==> config.mk <==
export PLATFORM = sky130hd
export DESIGN_NAME = ycbcr_bbox_detect
export DESIGN_NICKNAME = d
export VERILOG_FILES = /design/src/rtl/ycbcr_pkg.sv /design/src/rtl/video_xy_counter.sv /design/src/rtl/ycbcr_bbox_detect.sv
export SDC_FILE = /design/constraint.sdc
export NUM_CORES = 1
export LEC_CHECK = 0
export BUFFER_PORTS_ARGS = -buffer_cell sky130_fd_sc_hd__buf_2
export CAP_MARGIN = 0
export CORE_MARGIN = 3
export CORE_UTILIZATION = 30
export CTS_CLUSTER_SIZE = 25
export DETAILED_ROUTE_END_ITERATION = 12
export PLACE_DENSITY = 0.48
export SYNTH_ARGS = -nofsm -noshare
export SYNTH_HDL_FRONTEND = slang
export SYNTH_HIERARCHICAL = 1
export SYNTH_SLANG_ARGS = --single-unit
==> constraint.sdc <==
create_clock -name clk -period 2.78 [get_ports clk]
set_input_delay 0.139 -clock clk [delete_from_list [all_inputs] [get_ports clk]]
set_output_delay 0.139 -clock clk [all_outputs]
set_load 0.05 [all_outputs]
==> src/rtl/ycbcr_pkg.sv <==
// ycbcr_pkg: pixel field offsets, mask/overlay colours, FSM states and coordinate width helper
package ycbcr_pkg;
  localparam int Y_LSB  = 16;
  localparam int CB_LSB = 8;
  localparam int CR_LSB = 0;
  localparam logic [23:0] MASK_WHITE    = 24'hFF8080;
  localparam logic [23:0] MASK_BLACK    = 24'h008080;
  localparam logic [23:0] OVERLAY_GREEN = 24'h952B15;
  typedef enum logic {WAIT_VS, ACCUM} bbox_state_t;
  function automatic int coord_w(input int n);
    return (n > 1) ? $clog2(n) : 1;
  endfunction
  function automatic logic [7:0] cb_of(input logic [23:0] p);
    return p[CB_LSB +: 8];
  endfunction
  function automatic logic [7:0] cr_of(input logic [23:0] p);
    return p[CR_LSB +: 8];
  endfunction
endpackage

==> src/rtl/video_xy_counter.sv <==
// video_xy_counter: de/vsync edge detect with saturating pixel X and line Y counters
module video_xy_counter
  import ycbcr_pkg::*;
#(
  parameter int H_ACTIVE = 1280,
  parameter int V_ACTIVE = 720,
  parameter int XW = coord_w(H_ACTIVE),
  parameter int YW = coord_w(V_ACTIVE)
) (
  input  logic          clk,
  input  logic          rst_n,
  input  logic          de,
  input  logic          vsync,
  output logic [XW-1:0] x,
  output logic [YW-1:0] y,
  output logic          vs_rise
);
  logic de_q, vs_q, de_fall;
  assign vs_rise = vsync & ~vs_q;
  assign de_fall = ~de & de_q;
  // x/y hold the coordinate of the pixel currently presented on de
  always_ff @(posedge clk or negedge rst_n) begin
    if (!rst_n) begin
      de_q <= 1'b0;
      vs_q <= 1'b0;
      x    <= '0;
      y    <= '0;
    end else begin
      de_q <= de;
      vs_q <= vsync;
      x    <= de ? ((x == XW'(H_ACTIVE - 1)) ? x : x + 1'b1) : '0;
      y    <= vs_rise ? '0 : de_fall ? ((y == YW'(V_ACTIVE - 1)) ? y : y + 1'b1) : y;
    end
  end
endmodule

==> src/rtl/ycbcr_bbox_detect.sv <==
// ycbcr_bbox_detect: Cb/Cr window mask, per-frame bbox/hit count, 2-cycle video path; BBOX_OVERLAY_EN adds bbox outline
module ycbcr_bbox_detect
  import ycbcr_pkg::*;
#(
  parameter int H_ACTIVE = 1280,
  parameter int V_ACTIVE = 720,
  parameter int CNT_W = 21,
  localparam int XW = coord_w(H_ACTIVE),
  localparam int YW = coord_w(V_ACTIVE)
) (
  input  logic             clk,
  input  logic             rst_n,
  input  logic             de_in,
  input  logic             hsync_in,
  input  logic             vsync_in,
  input  logic [23:0]      pixel_in,
  input  logic [7:0]       cb_min,
  input  logic [7:0]       cb_max,
  input  logic [7:0]       cr_min,
  input  logic [7:0]       cr_max,
  input  logic [CNT_W-1:0] min_pixels,
  input  logic             mask_view,
  output logic             de_out,
  output logic             hsync_out,
  output logic             vsync_out,
  output logic [23:0]      pixel_out,
  output logic [XW-1:0]    bbox_x_min,
  output logic [XW-1:0]    bbox_x_max,
  output logic [YW-1:0]    bbox_y_min,
  output logic [YW-1:0]    bbox_y_max,
  output logic [CNT_W-1:0] hit_count,
  output logic             bbox_valid,
  output logic             frame_done
);
  logic [7:0] cb_min_r, cb_max_r, cr_min_r, cr_max_r;
  logic [CNT_W-1:0] min_pix_r, acc_cnt;
  logic mask_r;
  logic [XW-1:0] x, acc_x_min, acc_x_max;
  logic [YW-1:0] y, acc_y_min, acc_y_max;
  logic vs_rise, hit, latch, acc_zero;
  logic [7:0] cb, cr;
  bbox_state_t state;
  logic de1, hs1, vs1, hit1, mask1;
  logic [23:0] pix1, pix_mux, pix_next;

  video_xy_counter #(.H_ACTIVE(H_ACTIVE), .V_ACTIVE(V_ACTIVE)) u_xy (
    .clk     (clk),
    .rst_n   (rst_n),
    .de      (de_in),
    .vsync   (vsync_in),
    .x       (x),
    .y       (y),
    .vs_rise (vs_rise)
  );

  assign cb       = cb_of(pixel_in);
  assign cr       = cr_of(pixel_in);
  assign hit      = de_in && cb >= cb_min_r && cb <= cb_max_r && cr >= cr_min_r && cr <= cr_max_r;
  assign latch    = vs_rise && state == ACCUM;
  assign acc_zero = acc_cnt == '0;

  // The vsync edge cycle re-inits the accumulators, so a de pixel there counts toward no frame
  always_ff @(posedge clk or negedge rst_n) begin
    if (!rst_n) begin
      state      <= WAIT_VS;
      cb_min_r   <= '0;
      cb_max_r   <= '0;
      cr_min_r   <= '0;
      cr_max_r   <= '0;
      min_pix_r  <= '0;
      mask_r     <= 1'b0;
      acc_x_min  <= '1;
      acc_x_max  <= '0;
      acc_y_min  <= '1;
      acc_y_max  <= '0;
      acc_cnt    <= '0;
      bbox_x_min <= '0;
      bbox_x_max <= '0;
      bbox_y_min <= '0;
      bbox_y_max <= '0;
      hit_count  <= '0;
      bbox_valid <= 1'b0;
      frame_done <= 1'b0;
    end else begin
      frame_done <= latch;
      if (vs_rise) begin
        state     <= ACCUM;
        cb_min_r  <= cb_min;
        cb_max_r  <= cb_max;
        cr_min_r  <= cr_min;
        cr_max_r  <= cr_max;
        min_pix_r <= min_pixels;
        mask_r    <= mask_view;
        acc_x_min <= '1;
        acc_x_max <= '0;
        acc_y_min <= '1;
        acc_y_max <= '0;
        acc_cnt   <= '0;
      end else if (hit && state == ACCUM) begin
        acc_x_min <= (x < acc_x_min) ? x : acc_x_min;
        acc_x_max <= (x > acc_x_max) ? x : acc_x_max;
        acc_y_min <= (y < acc_y_min) ? y : acc_y_min;
        acc_y_max <= (y > acc_y_max) ? y : acc_y_max;
        acc_cnt   <= (&acc_cnt) ? acc_cnt : acc_cnt + 1'b1;
      end
      if (latch) begin
        bbox_x_min <= acc_zero ? '0 : acc_x_min;
        bbox_x_max <= acc_zero ? '0 : acc_x_max;
        bbox_y_min <= acc_zero ? '0 : acc_y_min;
        bbox_y_max <= acc_zero ? '0 : acc_y_max;
        hit_count  <= acc_cnt;
        bbox_valid <= !acc_zero && acc_cnt >= min_pix_r;
      end
    end
  end

  assign pix_mux = !de1 ? 24'h000000 : mask1 ? (hit1 ? MASK_WHITE : MASK_BLACK) : pix1;

`ifdef BBOX_OVERLAY_EN
  logic [XW-1:0] x1;
  logic [YW-1:0] y1;
  logic in_x, in_y, border;
  always_ff @(posedge clk or negedge rst_n) begin
    if (!rst_n) begin
      x1 <= '0;
      y1 <= '0;
    end else begin
      x1 <= x;
      y1 <= y;
    end
  end
  assign in_x     = x1 >= bbox_x_min && x1 <= bbox_x_max;
  assign in_y     = y1 >= bbox_y_min && y1 <= bbox_y_max;
  assign border   = ((x1 == bbox_x_min || x1 == bbox_x_max) && in_y) ||
                    ((y1 == bbox_y_min || y1 == bbox_y_max) && in_x);
  assign pix_next = (de1 && bbox_valid && border) ? OVERLAY_GREEN : pix_mux;
`else
  assign pix_next = pix_mux;
`endif

  always_ff @(posedge clk or negedge rst_n) begin
    if (!rst_n) begin
      de1       <= 1'b0;
      hs1       <= 1'b0;
      vs1       <= 1'b0;
      hit1      <= 1'b0;
      mask1     <= 1'b0;
      pix1      <= '0;
      de_out    <= 1'b0;
      hsync_out <= 1'b0;
      vsync_out <= 1'b0;
      pixel_out <= '0;
    end else begin
      de1       <= de_in;
      hs1       <= hsync_in;
      vs1       <= vsync_in;
      hit1      <= hit;
      mask1     <= mask_r;
      pix1      <= pixel_in;
      de_out    <= de1;
      hsync_out <= hs1;
      vsync_out <= vs1;
      pixel_out <= pix_next;
    end
  end
endmodule

==> impl_metrics.env <==
export IMPL_status="finished clean"
export IMPL_synth_seq_area_share_pct=52.01
export IMPL_tightestPinTransition_ns=0.8541
export IMPL_drc_errors=0
export IMPL_vias=9512
export IMPL_wl_um=33860
export IMPL_die_y_um=211.4
export IMPL_utilization_pct=39.66
export IMPL_power_density_nw_per_um2=636.3
export IMPL_yosys_warnings=6
export IMPL_cts_buffer_depth=3
export IMPL_cts_tree="built"
export IMPL_clk_pin_slew_ns=0.06
export IMPL_dieArea_um2=44690
export IMPL_wire_per_inst_um=16.88
export IMPL_seq_power_share_pct=41.2
export IMPL_p_int_mw=7.580
export IMPL_synth_largest_area_cell="dfrtp_1"
export IMPL_numPortBuffers=174
export IMPL_crit_type="flip-flop to flip-flop"
export IMPL_async_flop_share_pct=100.0
export IMPL_synth_area_leaders="dfrtp_1 48%, ha_1 9.6%, dfstp_2 4.4%"
export IMPL_antenna_found_initial=2
export IMPL_cts_root_buf="clkbuf_16"
export IMPL_switchingPower_mw=2.841
export IMPL_synth_seq_cells=262
export IMPL_min_path_type="input port to asynchronous set/reset pin"
export IMPL_io_pins=175
export IMPL_die_x_um=211.4
export IMPL_leakage_nw=8.034
export IMPL_max_slew_margin_pct=42.94
export IMPL_reg2regPathDepth=10
export IMPL_rows=74
export IMPL_yosysMostFrequentCell="dfrtp_1"
export IMPL_hpwl_um=23080
export IMPL_synth_cell_type_count=71
export IMPL_fin_setup_tns_ns=0
export IMPL_post_cts_buffers=0
export IMPL_stdcell_count=2006
export IMPL_synth_flop_cell="dfrtp_1"
export IMPL_postRouteAntennaNets=0
export IMPL_cts_buffers=31
export IMPL_htree_levels=1
export IMPL_drv_slew=0
export IMPL_drtIter0Drc=431
export IMPL_netlist_instances=1175
export IMPL_power_frac_comb_pct=15.9
export IMPL_num_antenna_cells=0
export IMPL_endpoint_kind="flip-flop"
export IMPL_grt_max_degree=89
export IMPL_final_hold_violation_count=0
export IMPL_post_drt_via_cell_ratio=4.742
export IMPL_finalCritPeriodShare_pct=94.28
export IMPL_syn_num_nets=1355
export IMPL_crit_fanout=36
export IMPL_critPathRequiredTime_ns=3.27
export IMPL_grt_total_usage_pct=15.17
export IMPL_peakVddDrop_mv=0.4308
export IMPL_grt_setup_unrepaired="no"
export IMPL_drt_pass1_iter_count=5
export IMPL_crit_arrival_ns=3.11
export IMPL_cap_violations=0
export IMPL_fin_crit_ns=2.621
export IMPL_fmax_ghz=0.3815
export IMPL_grt_pass1_vias=9873
export IMPL_synth_common_cells="241 x dfrtp_1, 109 x inv_1, 97 x ha_1"
export IMPL_core_area_um2=41290
export IMPL_drive_gt1_share_pct=22.66
export IMPL_fillers=4035
export IMPL_setup_ws_ns=0.1589
export IMPL_regArea_um2=6583
export IMPL_cp_start_kind="flip-flop"
export IMPL_multi_input_area_um2=5535
export IMPL_p_sw_share_pct=27.26
export IMPL_place_congestion=0.7808
export IMPL_pre_cts_slack_ns=0.002007
export IMPL_grt_first_pass_wirelength_um=54870
export IMPL_synth_edf_count=0
export IMPL_p_clk_share_pct=42.9
export IMPL_dpl_cell_count=1866
export IMPL_fin_total_pwr_mw=10.42
export IMPL_initial_core_util_pct=30.65
export IMPL_grt_overflow=0
export IMPL_synth_top_area_share_pct=47.65
export IMPL_cts_sinks=262
export IMPL_nNetsFinal=1630
export IMPL_clkLatencyLatePin_ns=0.57
export IMPL_syn_avg_cell_area_um2=10.77
export IMPL_finalSetupViolations=0
export IMPL_syn_area_um2=12660
export IMPL_fin_skew_ns=0.008049
export IMPL_areaGrowthSynthToFinish_pct=29.40
## what timing repair did
action / 4_1_cts / 5_1_grt
resized for setup: 1 / 6
hold endpoints to repair: 148 / 0
gates cloned: 0 / 1
setup endpoints to repair: 5 / 31
hold buffers: 82 / 0
pin swaps: 0 / 1
## through the flow
| stage | cell area [µm²] | hold slack (ns) |
|---|---|---|
| 3_3_place_gp | 14370 | 0.1393 |
| 4_1_cts | 16340 | 0.1045 |
| 3_5_place_dp | 14370 | 0.1350 |
| 6_report | 16380 | 0.1034 |
| 5_1_grt | 16380 | 0.1353 |
| 2_1_floorplan | 12660 | -0.1566 |
## power groups by stage
stage | logic [mW] | registers (mW) | clock network (mW)
after CTS | 1.68 | 4.29 | 4.62
after global placement | 1.55 | 4.36 | 0
after floorplan | 0.695 | 4.66 | 0
final | 1.66 | 4.29 | 4.47
after global routing | 1.86 | 4.32 | 4.77
after detailed placement | 1.57 | 4.36 | 0
## worst max-delay path: stages, from the launching register on
cell and delay, ns:
dfrtp_1 0.36, inv_1 0.06, ha_1 0.23, nor2b_4 0.13, o211ai_2 0.15, a21oi_2 0.09, a2111oi_4 0.28, o2111ai_4 0.19
buf_12 0.22, or4b_4 0.63, mux2i_1 0.19
## per-layer routing
metal	share of wire (%)	track usage [%]
met3	4.6	2.638
met4	1.9	3.764
met2	44	24.02
met1	49	21.70
met5	0.080	0
## cells by family after synthesis
group                    Yosys count  synth area share (%)
buffers and inverters            160                 5.002
adder cells (fa/ha/maj)           97                 9.589
AND/OR/NAND/NOR                  340                 14.53
XOR/XNOR                           8                0.5536
multiplexers                      66                 5.526
AO/OA/AOI/OAI                    242                 12.79
flip-flops                       262                 52.01
## path summary, 6_finish.rpt
kind / from / endpoint / slack, ns
worst max-delay path: cr_max_r[1]$_DFFE_PN0P_ / acc_x_min[8]$_DFFE_PN1P_ / 0.16
min in group clk: pixel_in[16] / pix1[16]$_DFF_PN0_ / 0.22
worst min register to register: vs1$_DFF_PN0_ / vsync_out$_DFF_PN0_ / 0.35
max in group asynchronous: rst_n / pixel_out[13]$_DFF_PN0_ / 1.86
worst min-delay path: rst_n / bbox_x_max[2]$_DFFE_PN0P_ / 0.10
worst max register to register: cr_max_r[1]$_DFFE_PN0P_ / acc_x_min[8]$_DFFE_PN1P_ / 0.16
## layout by cell type, fill, tap and decap left out, drive strengths merged, types with 6 or more instances in the layout
master | netlist | routed
nand2b | 37 | 37
o31ai | 19 | 19
or4 | 16 | 16
and3 | 6 | 6
inv | 109 | 109
mux2 | 31 | 31
nand2 | 79 | 79
ha | 97 | 97
a21o | 9 | 9
clkbuf | 40 | 44
a21boi | 14 | 14
nor4 | 9 | 9
nand4 | 19 | 19
o211ai | 6 | 6
nor3 | 11 | 11
dlygate4sd3 | 0 | 82
buf | 11 | 210
a21oi | 45 | 45
dfstp | 21 | 21
o21ai | 80 | 80
dfrtp | 241 | 241
nor2b | 19 | 19
mux2i | 35 | 35
a22o | 43 | 43
bufinv | 0 | 6
nor2 | 77 | 77
or3 | 12 | 12
and2 | 18 | 18
nand3 | 21 | 21
## cell type report
| cell class | instances | share of cell area (%) |
|---|---|---|
| multi-input cells | 754 | 33.80 |
| inverters | 109 | 2.498 |
| clock buffers | 44 | 5.584 |
| flip-flops and latches | 262 | 40.19 |
| repair buffers | 292 | 12.50 |
| clock inverters | 13 | 1.367 |
| well taps | 532 | 4.064 |
## registers in the layout, indices dropped and copies added (netlist names), 10 cells and up
register / flops
acc_cnt: 21
acc_x_max: 11
acc_x_min: 11
acc_y_max: 10
acc_y_min: 10
bbox_x_max: 11
bbox_x_min: 11
bbox_y_max: 10
bbox_y_min: 10
hit_count: 21
min_pix_r: 21
pix1: 24
pixel_out: 24
u_xy/x: 11
u_xy/y: 10
No activity file was read; power rests on OpenSTA's default activity.
